### config.mk
export PLATFORM = sky130hd
export DESIGN_NAME = render_frame_ctrl
export DESIGN_NICKNAME = d
export VERILOG_FILES = /design/src/rtl/render_frame_ctrl.sv
export SDC_FILE = /design/constraint.sdc
export NUM_CORES = 1
export LEC_CHECK = 0
export BUFFER_PORTS_ARGS = -buffer_cell sky130_fd_sc_hd__buf_2
export CORE_ASPECT_RATIO = 1.1
export CORE_MARGIN = 2
export CORE_UTILIZATION = 54
export DETAILED_ROUTE_END_ITERATION = 16
export PLACE_DENSITY = 0.79
export SKIP_CTS_REPAIR_TIMING = 1
export SLEW_MARGIN = 20
export SYNTH_ARGS = -nofsm -noshare
export SYNTH_HDL_FRONTEND = slang
export SYNTH_SLANG_ARGS = --single-unit
### constraint.sdc
create_clock -name clk -period 6.85 [get_ports clk]
set_input_delay 1.7125 -clock clk [delete_from_list [all_inputs] [get_ports clk]]
set_output_delay 1.7125 -clock clk [all_outputs]
set_load 0.02 [all_outputs]
### src/rtl/render_frame_ctrl.sv
// Frame sequencer for a pixel renderer: staged config registers, IDLE/LOAD/RUN control and frame counting.
// Optional AUTO_PAN_EN adds XSTEP/YSTEP registers that advance the staged offsets on every LOAD.
module render_frame_ctrl #(
    parameter int unsigned FRAME_CNT_W  = 16,
    parameter int unsigned ITER_DEFAULT = 50
) (
    input  logic                   clk,
    input  logic                   reset,
    input  logic                   cfg_wr,
    input  logic [2:0]             cfg_addr,
    input  logic [31:0]            cfg_wdata,
    input  logic                   pix_valid,
    input  logic                   pix_ready,
    input  logic                   pix_last_x,
    input  logic                   pix_last_y,
    output logic                   gen_reset,
    output logic [5:0]             iterations_max,
    output logic [2:0]             zoom,
    output logic [24:0]            x_offset,
    output logic [24:0]            y_offset,
    output logic                   busy,
    output logic                   frame_done,
    output logic [FRAME_CNT_W-1:0] frame_count
);

    localparam int unsigned ITER_W = 6;
    localparam int unsigned ZOOM_W = 3;
    localparam int unsigned OFF_W  = 25;

    localparam logic [2:0] ADDR_CTRL = 3'd0;
    localparam logic [2:0] ADDR_ITER = 3'd1;
    localparam logic [2:0] ADDR_ZOOM = 3'd2;
    localparam logic [2:0] ADDR_XOFF = 3'd3;
    localparam logic [2:0] ADDR_YOFF = 3'd4;
`ifdef AUTO_PAN_EN
    localparam logic [2:0] ADDR_XSTEP = 3'd5;
    localparam logic [2:0] ADDR_YSTEP = 3'd6;
`endif

    typedef enum logic [1:0] {IDLE, LOAD, RUN} state_t;

    state_t              state;
    logic                stg_run;
    logic                stg_oneshot;
    logic [ITER_W-1:0]   stg_iter;
    logic [ZOOM_W-1:0]   stg_zoom;
    logic [OFF_W-1:0]    stg_xoff;
    logic [OFF_W-1:0]    stg_yoff;
`ifdef AUTO_PAN_EN
    logic [OFF_W-1:0]    stg_xstep;
    logic [OFF_W-1:0]    stg_ystep;
`endif

    logic eof_c;
    logic unused_wdata_c;

    assign eof_c          = pix_valid & pix_ready & pix_last_x & pix_last_y & (state == RUN);
    assign unused_wdata_c = ^cfg_wdata[31:25];

    // Sequencer, shadow registers and staging; a cfg write is applied last so it wins over internal updates.
    always_ff @(posedge clk or posedge reset) begin
        if (reset) begin
            state          <= IDLE;
            gen_reset      <= 1'b1;
            busy           <= 1'b0;
            frame_done     <= 1'b0;
            frame_count    <= '0;
            iterations_max <= ITER_W'(ITER_DEFAULT);
            zoom           <= '0;
            x_offset       <= '0;
            y_offset       <= '0;
            stg_run        <= 1'b0;
            stg_oneshot    <= 1'b0;
            stg_iter       <= ITER_W'(ITER_DEFAULT);
            stg_zoom       <= '0;
            stg_xoff       <= '0;
            stg_yoff       <= '0;
`ifdef AUTO_PAN_EN
            stg_xstep      <= '0;
            stg_ystep      <= '0;
`endif
        end else begin
            frame_done <= 1'b0;
            case (state)
                IDLE: begin
                    gen_reset <= 1'b1;
                    busy      <= stg_run;
                    if (stg_run) begin
                        state <= LOAD;
                    end
                end
                LOAD: begin
                    iterations_max <= stg_iter;
                    zoom           <= stg_zoom;
                    x_offset       <= stg_xoff;
                    y_offset       <= stg_yoff;
`ifdef AUTO_PAN_EN
                    stg_xoff       <= stg_xoff + stg_xstep;
                    stg_yoff       <= stg_yoff + stg_ystep;
`endif
                    gen_reset      <= 1'b0;
                    busy           <= 1'b1;
                    state          <= RUN;
                end
                RUN: begin
                    if (eof_c) begin
                        frame_done  <= 1'b1;
                        frame_count <= frame_count + FRAME_CNT_W'(1);
                        gen_reset   <= 1'b1;
                        if (stg_oneshot) begin
                            stg_run <= 1'b0;
                        end
                        if (stg_run && !stg_oneshot) begin
                            state <= LOAD;
                        end else begin
                            state <= IDLE;
                            busy  <= 1'b0;
                        end
                    end
                end
                default: begin
                    state     <= IDLE;
                    gen_reset <= 1'b1;
                    busy      <= 1'b0;
                end
            endcase

            if (cfg_wr) begin
                case (cfg_addr)
                    ADDR_CTRL: begin
                        stg_run     <= cfg_wdata[0];
                        stg_oneshot <= cfg_wdata[1];
                    end
                    ADDR_ITER: stg_iter <= (cfg_wdata[ITER_W-1:0] == '0) ? ITER_W'(1)
                                                                          : cfg_wdata[ITER_W-1:0];
                    ADDR_ZOOM: stg_zoom <= cfg_wdata[ZOOM_W-1:0];
                    ADDR_XOFF: stg_xoff <= cfg_wdata[OFF_W-1:0];
                    ADDR_YOFF: stg_yoff <= cfg_wdata[OFF_W-1:0];
`ifdef AUTO_PAN_EN
                    ADDR_XSTEP: stg_xstep <= cfg_wdata[OFF_W-1:0];
                    ADDR_YSTEP: stg_ystep <= cfg_wdata[OFF_W-1:0];
`endif
                    default: ;
                endcase
            end
        end
    end

endmodule

==> impl_metrics.tcl, run 1 <==
set metrics [dict create \
    status "complete, no violations" \
    holdCritStartpoint "frame_count[15]" \
    gr-usage-met1_pct 23.9 \
    synth-async-reset-ratio_pct 100 \
    pin_count 120 \
    synth.most_common_cell "dfrtp_1" \
    clk_path_buf_depth 2 \
    synth_top_cell_by_area "dfrtp_1" \
    vias_per_cell 5.29 \
    syn_area_um2 5470 \
    die_area_um2 11000 \
    hold_violations 0 \
    ctsRootBufferMaster "clkbuf_8" \
    worst_path_largest_cell_delay_ps 530 \
    synth_area_leaders "dfrtp_1 61%, mux2_2 25%, dfstp_2 3.4%" \
    yosys_warnings 0 \
    setup_viol_count_final 0 \
    htree_levels 4 \
    critPathArrivalTime_ps 1200 \
    pwr-share-comb_pct 29.0 \
    r2r-end "zoom[2]" \
    place_inst 564 \
    holdCritPathClass "flop to flop" \
    cp_num_buf_inv 1 \
    drt_iter0_drc 126 \
    routedWlPerCell_um 16.4 \
    maxSlewHeadroom_pct 42.5 \
    start_util_pct 55.6 \
    clk_latency_ps 510 \
    overflow 0 \
    synthesis.instances 342 \
    critPathCaptureType "output port" \
    cp_top_family "flip-flops" \
    leakagePower_nw 3.20 \
    vias 3148 \
    numCtsBuffers 17 \
    use_met3_pct 7.06 \
    syn_to_final_growth_pct 23.0 \
    ys.flop_type "dfrtp_1" \
    synth_top_area_share_pct 61.3 \
    p_clk_share_pct 30.3 \
    final_cells 595 \
    layout-drive-gt1-share_pct 59.2 \
    grt_start_max_net_pins 73 \
    grt_pass1_vias 3160 \
    grt_use_met2_pct 30.3 \
    swShare_pct 30.8 \
    portBuffers 112 \
    p_seq_share_pct 40.7 \
    syn_nets 385 \
    synth-seq-area-share_pct 64.6 \
    firstDrtPassIters 4 \
    clk_pin_slew_ps 60 \
    maxCapViolCount 0 \
    grt_first_pass_wirelength_um 15800 \
    synthTopCellsByCount "134 x dfrtp_1, 120 x mux2_2, 13 x xnor2_1" \
    whs_path_depth 1 \
    p_switching_mw 0.952 \
    synth_area_per_cell_um2 16.0 \
    finalCritPeriodShare_pct 42.5 \
    start_kind "flop" \
    core_area_um2 9840 \
    final_nets 506 \
    synth_cell_type_count 36 \
    track_usage_pct 18.9 \
    cts_tree "done" \
    path_cells "buf_2" \
    grt_setup_unrepaired "false" \
    synth-seq-cells 141 \
    insertedDiodeCount 0 \
    worst_r2r_path_depth 3 \
    die_y_um 110 \
    required_ps 5140 \
    tightest_slew_ps 863 \
    gp_congestion 0.780 \
    post-route-min-period_ps 2910 \
    cp_slowest_cell "dfstp_2" \
    postLayoutCoreUtil_pct 68.4 \
    dp_hpwl_um 6370 \
    grt-busiest-layer "met2" \
    peakVddDrop_v 0.000295 \
    final-max-slew-violation-count 0 \
    routed_wl_um 9780 \
    cts.sinks 141 \
    p_int_mw 2.14 \
    synth_edf_count 0 \
    max_freq_ghz 0.344 \
    die-width_um 100 \
    hold_end "frame_count[15]" \
    skew_ps 7.66 \
    power.density_nw_per_um2 459 \
    worstReg2RegStart "state[1]" \
    worst-setup-path-type "flop to output port" \
    rows 38 \
    antenna_found_initial 0 \
    drc_errors 0 \
    ant_nets 0 \
    critical_path.max_fanout 2 \
    reg2reg_slack_ps 4730 \
    fin_setup_tns_ps 0 \
]
[sequential cells by signal (all words and copies together) (netlist names), 2 cells and up]
register and count:
state 2, stg_yoff 25, frame_count 16, stg_iter 6, x_offset 25, stg_zoom 3, y_offset 25, stg_xoff 25
iterations_max 6, zoom 3
[worst register-to-register path, cell delays in order, from the launching register on]
cell and delay (ps):
dfrtp_1 430, nand2b_2 600, buf_4 550, mux2_2 420
[area by class of cell]
cell class                      count  area (µm²)
Sequential cell                   141        3540
Timing Repair Buffer              115         583
Multi-Input combinational cell    186        1830
Fill cell                         682        3110
Tap cell                          120         150
Clock buffer                       21         449
Inverter                            2        12.5
Clock inverter                     10         163
[layer usage]
metal  vias up  part of all wire (%)
li1       1451                     -
met1      1603                    44
met2        84                    49
met3        10                   5.8
met4         0                   1.1
met5         -                     0
[through the flow]
stage                     hold slack (ps)  worst slack [ps]  total power, mW  area [µm²]
final                                 468              3940             3.09        6730
after global placement                457              3540             2.14        6120
after floorplan                       475              1370             1.89        5470
after detailed placement              466              3500             2.18        6120
after global routing                  503              3890             3.25        6730
after CTS                             474              3920             3.12        6730
[logic make-up (layout without fill, tap and decap cells)]
group                      Yosys count  in the layout  share of synthesized area, %
adders and majority gates            1              1                         0.229
buffers and inverters               15            148                          1.90
AOI/OAI and AO/OA                    7              7                         0.800
xor gates and xnor gates            15             15                          2.40
DFF                                141            141                          64.6
muxes                              120            120                          24.7
and+or+nand+nor                     43             43                          5.33
[power by group through the flow]
| stage | Sequential (mW) | Combinational [mW] | Clock, mW |
|---|---|---|---|
| finish | 1.26 | 0.896 | 0.937 |
| CTS | 1.26 | 0.912 | 0.952 |
| global route | 1.29 | 0.961 | 0.995 |
| floorplan | 1.48 | 0.403 | 0 |
| detailed placement | 1.27 | 0.907 | 0 |
| global placement | 1.25 | 0.884 | 0 |
[placed cells by master, fill, tap and decap left out, types with 4 or more instances in the layout]
| cell type | count |
|---|---|
| nand4_1 | 6 |
| xnor2_1 | 13 |
| dfrtp_1 | 134 |
| dfstp_2 | 7 |
| nor2_1 | 4 |
| buf_2 | 112 |
| clkbuf_16 | 16 |
| and2_1 | 4 |
| mux2_2 | 120 |
| bufinv_16 | 4 |
| nand2_1 | 7 |
[how the worst max path moves through the flow]
stage | start | endpoint | slack, ps | depth (start not counted)
finish | gen_reset | gen_reset | 3940 | 1
global route | iterations_max[1] | iterations_max[1] | 3890 | 1
CTS | iterations_max[5] | iterations_max[5] | 3920 | 1
detailed placement | cfg_addr[2] | stg_xoff[18] | 3500 | 4
global placement | cfg_addr[2] | stg_xoff[12] | 3540 | 4
floorplan | reset | busy | 1370 | 1
(Power assumes the default switching activity.)
==> run 2, diff against run 1 <==
==> constraint.sdc (replaced) <==
create_clock -name clk -period 2.9 [get_ports clk]
set_input_delay 0.725 -clock clk [delete_from_list [all_inputs] [get_ports clk]]
set_output_delay 0.725 -clock clk [all_outputs]
set_load 0.02 [all_outputs]
==> run 2 against run 1 <==
  * Core utilization is 0.11 points higher
  * Clock power increased by 130%
  * Register-to-register slack lost 3600 ps
  * Total power increased by 130%
  * Largest power group unchanged
  * Largest cell class unchanged
==> impl_metrics.tcl, run 2 (synthesis results as in run 1) <==
set metrics [dict create \
    vias 3200 \
    cts.sinks 141 \
    cp_slowest_cell "dfstp_2" \
    reg2reg_slack_ps 1150 \
    pin_count 120 \
    power.density_nw_per_um2 1080 \
    grt_first_pass_wirelength_um 16600 \
    critPathArrivalTime_ps 1210 \
    drc_errors 0 \
    place_inst 565 \
    final_common_cell "dfrtp_1" \
    layout_common_cells "134 x dfrtp_1, 120 x mux2_2, 112 x buf_2, 16 x clkbuf_16, 13 x xnor2_1" \
    rows 38 \
    leakagePower_nw 3.20 \
    grt_start_max_net_pins 142 \
    maxCapViolCount 0 \
    start_util_pct 55.6 \
    setup_ws_ps 961 \
    final-max-slew-violation-count 0 \
    routedWlPerCell_um 16.6 \
    worstReg2RegStart "state[1]" \
    numCtsBuffers 17 \
    routed_wl_um 9910 \
    hold_violations 0 \
    gp_congestion 0.724 \
    final_cells 597 \
    firstDrtPassIters 4 \
    final_nets 507 \
    cp_top_family "flip-flops" \
    grt_pass1_vias 3400 \
    vias_per_cell 5.36 \
    clk_pin_slew_ps 60 \
    worst-setup-path-type "flop to output port" \
    die_y_um 110 \
    antenna_found_initial 0 \
    worst_r2r_path_depth 3 \
    ant_nets 0 \
    ctsRootBufferMaster "clkbuf_8" \
    p_int_mw 4.98 \
    clk_latency_ps 510 \
    clk_path_buf_depth 2 \
    critical_path.max_fanout 2 \
    track_usage_pct 19.9 \
    die-width_um 100 \
    cp_num_buf_inv 1 \
    p_switching_mw 2.26 \
    overflow 0 \
    start_kind "flop" \
    status "complete, no violations" \
    die_area_um2 11000 \
    syn_to_final_growth_pct 23.2 \
    required_ps 2170 \
    portBuffers 112 \
    layout-drive-gt1-share_pct 59.3 \
    cts_tree "done" \
    core_area_um2 9840 \
    path_cells "buf_2" \
    p_seq_share_pct 41.1 \
    swShare_pct 31.2 \
    drt_iter0_drc 110 \
    peakVddDrop_v 0.000649 \
    dp_hpwl_um 6450 \
    max_freq_ghz 0.516 \
    htree_levels 4 \
    grt_setup_unrepaired "false" \
    fin_setup_tns_ps 0 \
    skew_ps 6.28 \
    worst_path_largest_cell_delay_ps 550 \
    post-route-min-period_ps 1940 \
    pwr-share-comb_pct 29.5 \
    insertedDiodeCount 0 \
    r2r-end "x_offset[23]" \
    setup_viol_count_final 0 \
    holdCritPathClass "input port to async pin" \
    finalCritPeriodShare_pct 66.9 \
    maxSlewHeadroom_pct 47.8 \
    critPathCaptureType "output port" \
    p_clk_share_pct 29.3 \
    tightest_slew_ps 782 \
    place_ws_ps 552 \
]
[run 2: cell types whose count changed in the layout (fill, tap and decap cells not counted), sizes merged]
cell / before / now
inv: 3 / 1
clkinvlp: 2 / 6
bufinv: 4 / 3
buf: 115 / 116
[run 2: worst max path at each step]
stage / start / endpoint / slack (ps) / cells past startpoint
6_report: gen_reset / gen_reset / 960 / 1
2_1_floorplan: reset / busy / 420 / 1
4_1_cts: gen_reset / gen_reset / 930 / 1
3_5_place_dp: cfg_addr[2] / stg_xoff[12] / 550 / 4
3_3_place_gp: cfg_addr[2] / stg_xoff[13] / 600 / 4
5_1_grt: gen_reset / gen_reset / 920 / 1
[run 2: cell type report]
| cell class | count | area [µm²] |
|---|---|---|
| flip-flops and latches | 141 | 3540 |
| fillers | 727 | 3100 |
| multi-input cells | 186 | 1830 |
| repair buffers | 116 | 616 |
| clock buffers | 21 | 449 |
| well taps | 120 | 150 |
| clock inverters | 11 | 143 |
| inverters | 2 | 11.3 |
[run 2: metal layers]
| metal | GRT usage, % | wire, µm | up-vias |
|---|---|---|---|
| met2 | 32.7 | 4970 | 83 |
| met4 | 8.22 | 132 | 0 |
| met1 | 23.8 | 4230 | 1656 |
| met5 | 0 | 0 | - |
| met3 | 7.69 | 578 | 10 |
| li1 | - | - | 1451 |
[run 2: per-stage QoR]
| stage | util (%) | power, mW | area [µm²] | hold slack [ps] |
|---|---|---|---|---|
| 5_1_grt | 68.5 | 7.63 | 6740 | 433 |
| 3_3_place_gp | 62.5 | 5.07 | 6150 | 457 |
| 3_5_place_dp | 62.5 | 5.18 | 6150 | 465 |
| 4_1_cts | 68.5 | 7.34 | 6740 | 430 |
| 2_1_floorplan | - | 4.46 | 5480 | 475 |
| 6_report | 68.5 | 7.25 | 6740 | 442 |
[run 2: power groups by stage]
stage	Clock, mW	Sequential, mW	Combinational [mW]
after global placement	0	2.97	2.11
after CTS	2.17	2.99	2.18
after detailed placement	0	3.01	2.16
final	2.13	2.98	2.14
after floorplan	0	3.50	0.952
after global routing	2.25	3.07	2.31
[run 2: tightest hold or removal path: cells and delay by family]
kind | cells | cell delay [ps]
buffers and inverters | 3 | 710
